--- src/rtl/bus_scatter_pkg.sv ---
// Shared encodings and helpers for the QSPI return-path router (bus_scatter).
package bus_scatter_pkg;

  typedef enum logic [1:0] {
    OWN_I = 2'd0,
    OWN_D = 2'd1,
    OWN_U = 2'd2
  } owner_e;

  typedef enum logic [1:0] {
    SZ_B  = 2'd0,
    SZ_HW = 2'd1,
    SZ_W  = 2'd2
  } size_e;

  localparam int unsigned TAG_W = 6;

  typedef struct packed {
    owner_e     owner;
    size_e      size;
    logic [1:0] adr_lo;
  } tag_t;

  // Lane-select and zero-extend a raw QSPI word; sign extension is left to the requester.
  function automatic logic [31:0] align_rdata(input size_e sz, input logic [1:0] lo,
                                               input logic [31:0] raw);
    logic [31:0] r;
    r = '0;
    case (sz)
      SZ_W:    r = raw;
      SZ_HW:   r = {16'h0000, (lo[1] ? raw[31:16] : raw[15:0])};
      default: begin
        case (lo)
          2'd0:    r = {24'h000000, raw[7:0]};
          2'd1:    r = {24'h000000, raw[15:8]};
          2'd2:    r = {24'h000000, raw[23:16]};
          default: r = {24'h000000, raw[31:24]};
        endcase
      end
    endcase
    return r;
  endfunction

endpackage

--- src/rtl/bus_scatter_tag_fifo.sv ---
// In-order tag FIFO; a push while full is accepted only when a pop happens in the same cycle.
module tag_fifo #(
  parameter int unsigned DEPTH_LOG2 = 2,
  parameter int unsigned WIDTH      = 6
) (
  input  logic             clk,
  input  logic             rst_n,
  input  logic             push,
  input  logic             pop,
  input  logic [WIDTH-1:0] wdata,
  output logic [WIDTH-1:0] rdata,
  output logic             full,
  output logic             empty
);

  localparam int unsigned DEPTH = 1 << DEPTH_LOG2;
  localparam logic [DEPTH_LOG2:0] PTR_ONE = {{DEPTH_LOG2{1'b0}}, 1'b1};

  logic [DEPTH_LOG2:0] wptr_q, wptr_d;
  logic [DEPTH_LOG2:0] rptr_q, rptr_d;
  logic [WIDTH-1:0]    mem_q [DEPTH];
  logic [WIDTH-1:0]    mem_d [DEPTH];
  logic                full_q, full_d;
  logic                empty_q, empty_d;
  logic                do_push, do_pop;

  assign do_pop  = pop && !empty_q;
  assign do_push = push && (!full_q || do_pop);

  always_comb begin
    mem_d  = mem_q;
    wptr_d = wptr_q;
    rptr_d = rptr_q;
    if (do_push) begin
      mem_d[wptr_q[DEPTH_LOG2-1:0]] = wdata;
      wptr_d = wptr_q + PTR_ONE;
    end
    if (do_pop) begin
      rptr_d = rptr_q + PTR_ONE;
    end
    // Extra MSB distinguishes full from empty when the index bits match.
    empty_d = (wptr_d == rptr_d);
    full_d  = (wptr_d[DEPTH_LOG2] != rptr_d[DEPTH_LOG2]) &&
              (wptr_d[DEPTH_LOG2-1:0] == rptr_d[DEPTH_LOG2-1:0]);
  end

  always_ff @(posedge clk or negedge rst_n) begin
    if (!rst_n) begin
      wptr_q  <= '0;
      rptr_q  <= '0;
      mem_q   <= '{default: '0};
      full_q  <= 1'b0;
      empty_q <= 1'b1;
    end else begin
      wptr_q  <= wptr_d;
      rptr_q  <= rptr_d;
      mem_q   <= mem_d;
      full_q  <= full_d;
      empty_q <= empty_d;
    end
  end

  assign rdata = mem_q[rptr_q[DEPTH_LOG2-1:0]];
  assign full  = full_q;
  assign empty = empty_q;

endmodule

--- src/rtl/bus_scatter.sv ---
// Routes QSPI read responses and write completions back to the i/d/u masters.
// Optional BUS_SCATTER_ERR_EN adds a sticky resp_err output for protocol violations.
module bus_scatter
  import bus_scatter_pkg::*;
#(
  parameter int unsigned DEPTH_LOG2 = 2
) (
  input  logic        clk,
  input  logic        rst_n,
  input  logic        i_read_req,
  input  logic        d_read_req,
  input  logic        u_read_req,
  input  logic        read_w,
  input  logic        read_hw,
  input  logic [1:0]  read_adr_lo,
  input  logic        d_write_req,
  input  logic        u_write_req,
  input  logic        rd_valid,
  input  logic [31:0] rd_data,
  input  logic        wr_done,
  output logic        i_read_valid,
  output logic        d_read_valid,
  output logic        u_read_valid,
  output logic [31:0] i_read_data,
  output logic [31:0] d_read_data,
  output logic [31:0] u_read_data,
  output logic        d_write_done,
  output logic        u_write_done,
  output logic        tag_full,
  output logic        wr_busy
`ifdef BUS_SCATTER_ERR_EN
  ,
  output logic        resp_err
`endif
);

  logic             read_req;
  tag_t             push_tag;
  tag_t             head_tag;
  logic [TAG_W-1:0] fifo_rdata;
  logic             fifo_full, fifo_empty;
  logic             pop_ok;
  logic [31:0]      aligned;
  logic             any_wreq;
  logic             done_fire;
  owner_e           wreq_owner;

  logic [31:0] i_data_q, i_data_d;
  logic [31:0] d_data_q, d_data_d;
  logic [31:0] u_data_q, u_data_d;
  logic        i_valid_q, i_valid_d;
  logic        d_valid_q, d_valid_d;
  logic        u_valid_q, u_valid_d;
  logic        d_done_q, d_done_d;
  logic        u_done_q, u_done_d;
  logic        wr_busy_q, wr_busy_d;
  owner_e      wr_owner_q, wr_owner_d;

  assign read_req = i_read_req || d_read_req || u_read_req;

  always_comb begin
    push_tag.owner  = u_read_req ? OWN_U : (i_read_req ? OWN_I : OWN_D);
    push_tag.size   = read_w ? SZ_W : (read_hw ? SZ_HW : SZ_B);
    push_tag.adr_lo = read_adr_lo;
  end

  tag_fifo #(
    .DEPTH_LOG2 (DEPTH_LOG2),
    .WIDTH      (TAG_W)
  ) u_tag_fifo (
    .clk   (clk),
    .rst_n (rst_n),
    .push  (read_req),
    .pop   (rd_valid),
    .wdata (push_tag),
    .rdata (fifo_rdata),
    .full  (fifo_full),
    .empty (fifo_empty)
  );

  assign head_tag = tag_t'(fifo_rdata);
  assign pop_ok   = rd_valid && !fifo_empty;
  assign aligned  = align_rdata(head_tag.size, head_tag.adr_lo, rd_data);

  always_comb begin
    i_data_d  = i_data_q;
    d_data_d  = d_data_q;
    u_data_d  = u_data_q;
    i_valid_d = 1'b0;
    d_valid_d = 1'b0;
    u_valid_d = 1'b0;
    if (pop_ok) begin
      case (head_tag.owner)
        OWN_I: begin
          i_data_d  = aligned;
          i_valid_d = 1'b1;
        end
        OWN_D: begin
          d_data_d  = aligned;
          d_valid_d = 1'b1;
        end
        OWN_U: begin
          u_data_d  = aligned;
          u_valid_d = 1'b1;
        end
        default: ;
      endcase
    end
  end

  assign any_wreq   = d_write_req || u_write_req;
  assign wreq_owner = u_write_req ? OWN_U : OWN_D;
  assign done_fire  = wr_done && wr_busy_q;

  // A completion frees the slot in the same cycle, so a coincident request is taken.
  always_comb begin
    wr_busy_d  = wr_busy_q;
    wr_owner_d = wr_owner_q;
    d_done_d   = 1'b0;
    u_done_d   = 1'b0;
    if (done_fire) begin
      d_done_d  = (wr_owner_q == OWN_D);
      u_done_d  = (wr_owner_q == OWN_U);
      wr_busy_d = any_wreq;
      if (any_wreq) begin
        wr_owner_d = wreq_owner;
      end
    end else if (!wr_busy_q && any_wreq) begin
      wr_busy_d  = 1'b1;
      wr_owner_d = wreq_owner;
    end
  end

  always_ff @(posedge clk or negedge rst_n) begin
    if (!rst_n) begin
      i_data_q   <= '0;
      d_data_q   <= '0;
      u_data_q   <= '0;
      i_valid_q  <= 1'b0;
      d_valid_q  <= 1'b0;
      u_valid_q  <= 1'b0;
      d_done_q   <= 1'b0;
      u_done_q   <= 1'b0;
      wr_busy_q  <= 1'b0;
      wr_owner_q <= OWN_D;
    end else begin
      i_data_q   <= i_data_d;
      d_data_q   <= d_data_d;
      u_data_q   <= u_data_d;
      i_valid_q  <= i_valid_d;
      d_valid_q  <= d_valid_d;
      u_valid_q  <= u_valid_d;
      d_done_q   <= d_done_d;
      u_done_q   <= u_done_d;
      wr_busy_q  <= wr_busy_d;
      wr_owner_q <= wr_owner_d;
    end
  end

`ifdef BUS_SCATTER_ERR_EN
  logic err_q, err_d;

  always_comb begin
    err_d = err_q
          | (read_req && fifo_full && !rd_valid)
          | (rd_valid && fifo_empty)
          | (wr_done && !wr_busy_q)
          | (any_wreq && wr_busy_q && !wr_done);
  end

  always_ff @(posedge clk or negedge rst_n) begin
    if (!rst_n) begin
      err_q <= 1'b0;
    end else begin
      err_q <= err_d;
    end
  end

  assign resp_err = err_q;
`endif

  assign i_read_valid = i_valid_q;
  assign d_read_valid = d_valid_q;
  assign u_read_valid = u_valid_q;
  assign i_read_data  = i_data_q;
  assign d_read_data  = d_data_q;
  assign u_read_data  = u_data_q;
  assign d_write_done = d_done_q;
  assign u_write_done = u_done_q;
  assign tag_full     = fifo_full;
  assign wr_busy      = wr_busy_q;

endmodule

--- config.mk ---
export PLATFORM = sky130hd
export DESIGN_NAME = bus_scatter
export DESIGN_NICKNAME = d
export VERILOG_FILES = /design/src/rtl/bus_scatter_pkg.sv /design/src/rtl/bus_scatter_tag_fifo.sv /design/src/rtl/bus_scatter.sv
export SDC_FILE = /design/constraint.sdc
export NUM_CORES = 1
export LEC_CHECK = 0
export CAP_MARGIN = 20
export CORE_ASPECT_RATIO = 0.5
export CORE_MARGIN = 4
export CORE_UTILIZATION = 30
export CTS_BUF_LIST = sky130_fd_sc_hd__clkbuf_2 sky130_fd_sc_hd__clkbuf_4 sky130_fd_sc_hd__clkbuf_8
export DETAILED_ROUTE_END_ITERATION = 6
export PLACE_DENSITY_LB_ADDON = 0.15
export SLEW_MARGIN = 20
export SYNTH_ARGS = -nofsm -noshare
export SYNTH_HDL_FRONTEND = slang
export SYNTH_SLANG_ARGS = --single-unit
export TNS_END_PERCENT = 10
--- constraint.sdc ---
create_clock -name clk -period 4.5 [get_ports clk]
set_input_delay 0.675 -clock clk [delete_from_list [all_inputs] [get_ports clk]]
set_output_delay 0.675 -clock clk [all_outputs]
set_load 0.005 [all_outputs]
After elaboration in Yosys (flattened, before gate mapping)
Cells that the tools add are included.
{"block": "word_totals", "regBits": 136, "in_bits": 45, "wordCells": 86}
{"block": "op_classes", "n_addsub": 2, "n_lt_le_gt_ge": 3, "n_eq_ne": 12, "muxes": 29, "n_bitwise": 2, "n_reduce_logical": 20}
{"op": "$pmux W32 S2", "count": 1}
{"op": "$bwmux W24", "count": 1}
{"op": "$pmux W8 S3", "count": 1}
{"op": "$mux W6", "count": 3}
{"op": "$mux W16", "count": 1}
{"op": "$bmux W6 S2", "count": 1}
{"op": "$demux W6 S2", "count": 1}
{"op": "$mux W1", "count": 12}
{"op": "$mux W2", "count": 6}
{"op": "$eq A2 B1 Y1 const B", "count": 4}
{"op": "$eq A2 B2 Y1 const B", "count": 4}
{"op": "$reduce_and A2 Y1", "count": 4}
{"op": "$add A3 B1 Y3 const B", "count": 2}
{"op": "$ge A3 B3 Y1 const B", "count": 2}
{"op": "$logic_and A1 B1 Y1", "count": 6}
{"op": "$mux W3", "count": 2}
{"op": "$not A2 Y3", "count": 2}
{"op": "$logic_not A2 Y1", "count": 2}
{"op": "$logic_or A1 B1 Y1", "count": 4}
{"op": "$eq A3 B3 Y1", "count": 1}
{"op": "$logic_not A1 Y1", "count": 3}
{"op": "$lt A3 B1 Y1 const B", "count": 1}
{"op": "$eq A2 B2 Y1", "count": 1}
{"op": "$ne A2 B2 Y1 const B", "count": 1}
{"op": "other kinds (2)", "count": 2}

Depth between registers and ports, before layout
{"block": "logic_depth", "ltp_word": 7, "depth_mapped": 10}

Modules after synthesis
A second synthesis with hierarchy kept.
{"block": "unflattened", "hier_cells": 534, "area_unflattened_um2": 6173.4}
{"module": "bus_scatter", "n_inst": 1, "cells_each": 435, "area_each_um2": 4629.4, "seq_area_each_um2": 2603.7}
{"module": "tag_fifo", "n_inst": 1, "cells_each": 99, "area_each_um2": 1544.0, "seq_area_each_um2": 802.0}

Worst setup path after synthesis
Ideal clock, no wire load.
{"block": "synth_path", "kind": "reg2reg", "start": "register u_tag_fifo.rptr_q[0]", "end": "register d_data_q[7], in the netlist d_read_data[7]", "t_arrival_ns": 2.357, "required_time_ns": 4.368, "setup_slack_ns": 2.011, "path_stages_with_launch": 10, "period_less_slack_ns": 2.489, "cell_sequence": "dfrtp_1 -> buf_6 -> mux4_1 -> ha_1 -> nand2b_1 -> buf_1 -> o22ai_2 -> a221oi_2 -> a221o_1 -> o21ai_1"}
{"block": "synth_between", "elab_chain_len": 7, "word_cells_on_any_way": 14, "cone_classes": "5 x eq/ne; 6 x mux; 1 x bitwise; 2 x reduce/logical"}
{"element": "start, declared", "line": "bus_scatter_tag_fifo.sv:20", "source": "logic [DEPTH_LOG2:0] rptr_q, rptr_d;"}
{"element": "start signal, assigned", "line": "bus_scatter_tag_fifo.sv:56", "source": "rptr_q <= rptr_d;"}
{"element": "$not A2 Y3 (not written as such) (*)", "line": "bus_scatter_tag_fifo.sv:63", "source": "assign rdata = mem_q[rptr_q[DEPTH_LOG2-1:0]];"}
{"element": "$bmux W6 S2 (*)", "line": "bus_scatter_tag_fifo.sv:63"}
{"element": "$mux W6 (not written as such) (*) (2 in series)", "line": "bus_scatter_tag_fifo.sv:63"}
{"element": "$eq A2 B2 Y1, or another cell as far along", "line": "bus_scatter_pkg.sv:33", "source": "case (lo)"}
{"element": "$pmux W8 S3", "line": "bus_scatter_pkg.sv:33"}
{"element": "$pmux W32 S2", "line": "bus_scatter_pkg.sv:29", "source": "case (sz)"}
{"element": "end signal, assigned", "line": "bus_scatter.sv:148", "source": "d_data_q <= d_data_d;"}
{"element": "end, declared", "line": "bus_scatter.sv:49", "source": "logic [31:0] d_data_q, d_data_d;"}
Every way passes the cells marked *; elsewhere a longest branch is shown, timed or not. The select of a mux whose other input is x is not followed.
A chain may end at the register's enable or synchronous reset.

Worst setup path in the final report
{"block": "layout_path", "start": "register u_tag_fifo.rptr_q[0]", "end": "register u_data_q[7], in the netlist u_read_data[7]"}
{"block": "layout_between", "elab_chain_len": 7, "word_cells_on_any_way": 14, "cone_classes": "5 x eq/ne; 6 x mux; 1 x bitwise; 2 x reduce/logical"}
{"element": "$not A2 Y3 (not written as such) (*)", "line": "bus_scatter_tag_fifo.sv:63"}
{"element": "$bmux W6 S2 (*)", "line": "bus_scatter_tag_fifo.sv:63"}
{"element": "$mux W6 (not written as such) (*) (2 in series)", "line": "bus_scatter_tag_fifo.sv:63"}
{"element": "$eq A2 B2 Y1, or another cell as far along", "line": "bus_scatter_pkg.sv:33"}
{"element": "$pmux W8 S3", "line": "bus_scatter_pkg.sv:33"}
{"element": "$pmux W32 S2", "line": "bus_scatter_pkg.sv:29"}
{"element": "end signal, assigned", "line": "bus_scatter.sv:149", "source": "u_data_q <= u_data_d;"}
{"element": "end, declared", "line": "bus_scatter.sv:50", "source": "logic [31:0] u_data_q, u_data_d;"}
Marks and branches as above.

==> results.sh <==
export IMPL_status="completed"
export IMPL_drt_iter0_drc=376
export IMPL_gp_congestion=0.8792
export IMPL_critPathCaptureType="flip-flop"
export IMPL_io_buffers=147
export IMPL_fin_cells=999
export IMPL_drc=0
export IMPL_crit_slowest_cell="dfrtp_1"
export IMPL_path_delay_family="compound AO/OA/AOI/OAI gates"
export IMPL_cp_max_fo=10
export IMPL_antenna_left=0
export IMPL_synth_cell_types=46
export IMPL_fin_skew_ps=11.14
export IMPL_cts_buffers_inserted=17
export IMPL_area_growth_pct=35.38
export IMPL_clkLatencyLatePin_ps=440
export IMPL_required_ps=4840
export IMPL_ios=148
export IMPL_worst_pin_slew_ps=960.6
export IMPL_fp_dieArea_mm2=0.02253
export IMPL_grt_usage_pct=15.66
export IMPL_powerDensity_mw_per_mm2=792.7
export IMPL_min_path_type="in -> async"
export IMPL_initial_core_util_pct=30.72
export IMPL_core_mm2=0.01959
export IMPL_p_leak_nw=3.560
export IMPL_drive_gt1_share_pct=8.731
export IMPL_die_x_um=208.3
export IMPL_synthArstFlopShare_pct=100.0
export IMPL_fp_row_count=36
export IMPL_synth_nets=635
export IMPL_synth_edf_count=0
export IMPL_die_y_um=108.2
export IMPL_synthFlopType="dfrtp_1"
export IMPL_cts_buffer_depth=2
export IMPL_cts_root_buf="clkbuf_8"
export IMPL_first_global_vias=4694
export IMPL_seq_area_frac_synth_pct=56.58
export IMPL_cap_viol_max_count=0
export IMPL_vdd_ir_drop_max_uv=450.6
export IMPL_num_vias=4596
export IMPL_clkTransAtPathRegs_ps=80
export IMPL_hold_violations=0
export IMPL_placedCellCount=967
export IMPL_fin_total_pwr_mw=6.460
export IMPL_final_net_count=772
export IMPL_worst_path_buf_inv=1
export IMPL_cts_tree="built"
export IMPL_dr_pass1_iters=4
export IMPL_critPathMaxStageDelay_ps=750
export IMPL_setup_tns_ps=0
export IMPL_ys_warn_count=0
export IMPL_ctsResizeCount=0
export IMPL_synthCells=583
export IMPL_postCtsSetupRepairBufs=0
export IMPL_timing_final_max_slew_violations=0
export IMPL_path_class="reg -> reg"
export IMPL_grt_setup_unrepaired="false"
export IMPL_syn_avg_cell_area_um2=10.33
export IMPL_finalWirelength_mm=17.55
export IMPL_max_slew_margin_pct=35.73
export IMPL_setup_violations_final=0
export IMPL_fmax_mhz=320.5
export IMPL_arrival_ps=3460
export IMPL_grt_pass1_wl_mm=27.43
export IMPL_viasPerCell=4.601
export IMPL_h_tree_depth=4
export IMPL_syn_cell_area_mm2=0.006020
export IMPL_dpl_hpwl_mm=12.99
export IMPL_wl_per_cell_um=17.57
export IMPL_fin_crit_sh_pct=69.34
export IMPL_synth_seq_cells=136
export IMPL_antenna_found_initial=0
export IMPL_antenna_cells=0
export IMPL_path_cells="mux4_1 > inv_1 > ha_1 > nand2b_1 > o22ai_2 > a221oi_2 > a221o_1 > o21ai_1"
export IMPL_hold_buffers=0
export IMPL_cp_start_kind="flip-flop"
export IMPL_period_minus_slack_ps=3120
export IMPL_clock_sinks=136
export IMPL_grt_max_degree=66
export IMPL_grt_overflow=0
-- synth_stat cells, types with 3 or more instances --
| cell | n | share of area, % |
|---|---|---|
| o21ai_1 | 89 | 7.4 |
| xnor2_1 | 6 | 0.87 |
| mux4_2 | 4 | 1.5 |
| ha_1 | 7 | 1.5 |
| a22oi_1 | 14 | 1.7 |
| o21ai_0 | 9 | 0.75 |
| buf_1 | 5 | 0.31 |
| buf_6 | 6 | 1.1 |
| nand2_1 | 170 | 11 |
| clkbuf_1 | 13 | 0.81 |
| or2_1 | 7 | 0.73 |
| mux2_2 | 8 | 1.5 |
| a21oi_1 | 11 | 0.91 |
| o221ai_1 | 7 | 1.0 |
| nand2b_1 | 4 | 0.42 |
| o31ai_1 | 3 | 0.37 |
| and2_1 | 3 | 0.31 |
| dfrtp_1 | 134 | 56 |
| nor2_1 | 4 | 0.25 |
| inv_1 | 10 | 0.62 |
| buf_2 | 8 | 0.67 |
| mux2i_1 | 31 | 5.2 |
-- kinds of logic after synthesis --
family                     Yosys count  synth area share [%]
DFF                                136                 56.58
buffers and inverters               45                 3.845
xor gates and xnor gates             8                 1.164
and+or+nand+nor                    197                 13.32
adders and majority gates            7                 1.455
muxes                               47                 9.624
AOI/OAI and AO/OA                  143                 14.01
-- layout by cell type, fill, tap and decap left out, types with 3 or more instances in the layout --
cell type        count
nand2_1            168
clkdlybuf4s50_1    146
dfrtp_1            134
o21ai_1             89
mux2i_1             31
clkbuf_8            19
a22oi_1             14
a21oi_1             11
inv_1               10
o21ai_0              9
mux2_2               8
or2_1                7
o221ai_1             7
ha_1                 7
xnor2_1              6
bufinv_16            5
buf_4                5
nand2b_1             4
mux4_2               4
nor2_1               4
o31ai_1              3
and2_1               3
clkinv_2             3
-- cell type report --
cell class / instances / area (um2)
Clock buffer: 20 / 269.0
Clock inverter: 12 / 197.7
Fill cell: 1932 / 11440
Inverter: 11 / 41.29
Multi-Input combinational cell: 402 / 2392
Sequential cell: 136 / 3406
Tap cell: 266 / 332.8
Timing Repair Buffer: 152 / 1510
-- path summary, 6_finish.rpt --
path / start / endpoint / slack, ps / depth (start not counted)
max: u_tag_fifo.rptr_q[0]$_DFF_PN0_ / u_read_data[7]$_DFFE_PN0P_ / 1380 / 8
min reg2reg: wr_owner_q[1]$_DFFE_PN0P_ / d_write_done$_DFF_PN0_ / 470 / 1
min in group clk: wr_owner_q[1]$_DFFE_PN0P_ / d_write_done$_DFF_PN0_ / 470 / 1
max in group asynchronous: rst_n / i_read_data[21]$_DFFE_PN0P_ / 3370 / 2
min: rst_n / u_tag_fifo.mem_q[14]$_DFFE_PN0P_ / 220 / 1
max reg2reg: u_tag_fifo.rptr_q[0]$_DFF_PN0_ / u_read_data[7]$_DFFE_PN0P_ / 1380 / 8
-- power breakdown --
group	internal [mW]	leakage (nW)	switching, mW	total (mW)
combinational	1.46	1.56	1.82	3.29
clock	0.695	0.232	0.481	1.18
sequential	1.69	1.77	0.310	2.00
total	3.84	3.56	2.61	6.46
-- flip-flops by register name, indices dropped and copies added (netlist names) --
register and flops:
i_read_data 32, u_write_done 1, d_read_valid 1, u_read_valid 1, u_tag_fifo.full 1, u_tag_fifo.wptr_q 3, u_tag_fifo.empty 1, u_tag_fifo.rptr_q 3
wr_owner_q 2, u_tag_fifo.mem_q 24, u_read_data 32, i_read_valid 1, d_write_done 1, d_read_data 32, wr_busy 1
-- routing by layer --
layer / wire length (um) / vias up / track usage, %
li1: - / 2268 / -
met1: 8364 / 2249 / 21.29
met2: 8478 / 68 / 25.74
met3: 533 / 11 / 3.565
met4: 177 / 0 / 3.794
met5: 0 / - / 0
-- through the flow --
stage / instance area [um2] / util [%] / hold WS (ps) / setup slack [ps]
final: 8149 / 41.59 / 216.4 / 1380
after CTS: 8149 / 41.59 / 208.7 / 1376
after global routing: 8149 / 41.59 / 230.7 / 1127
after global placement: 7679 / 39.19 / 449.0 / 1509
after detailed placement: 7682 / 39.21 / 451.3 / 1405
after floorplan: 6020 / - / 379.4 / 2011
No activity file was read; power rests on OpenSTA's default activity.
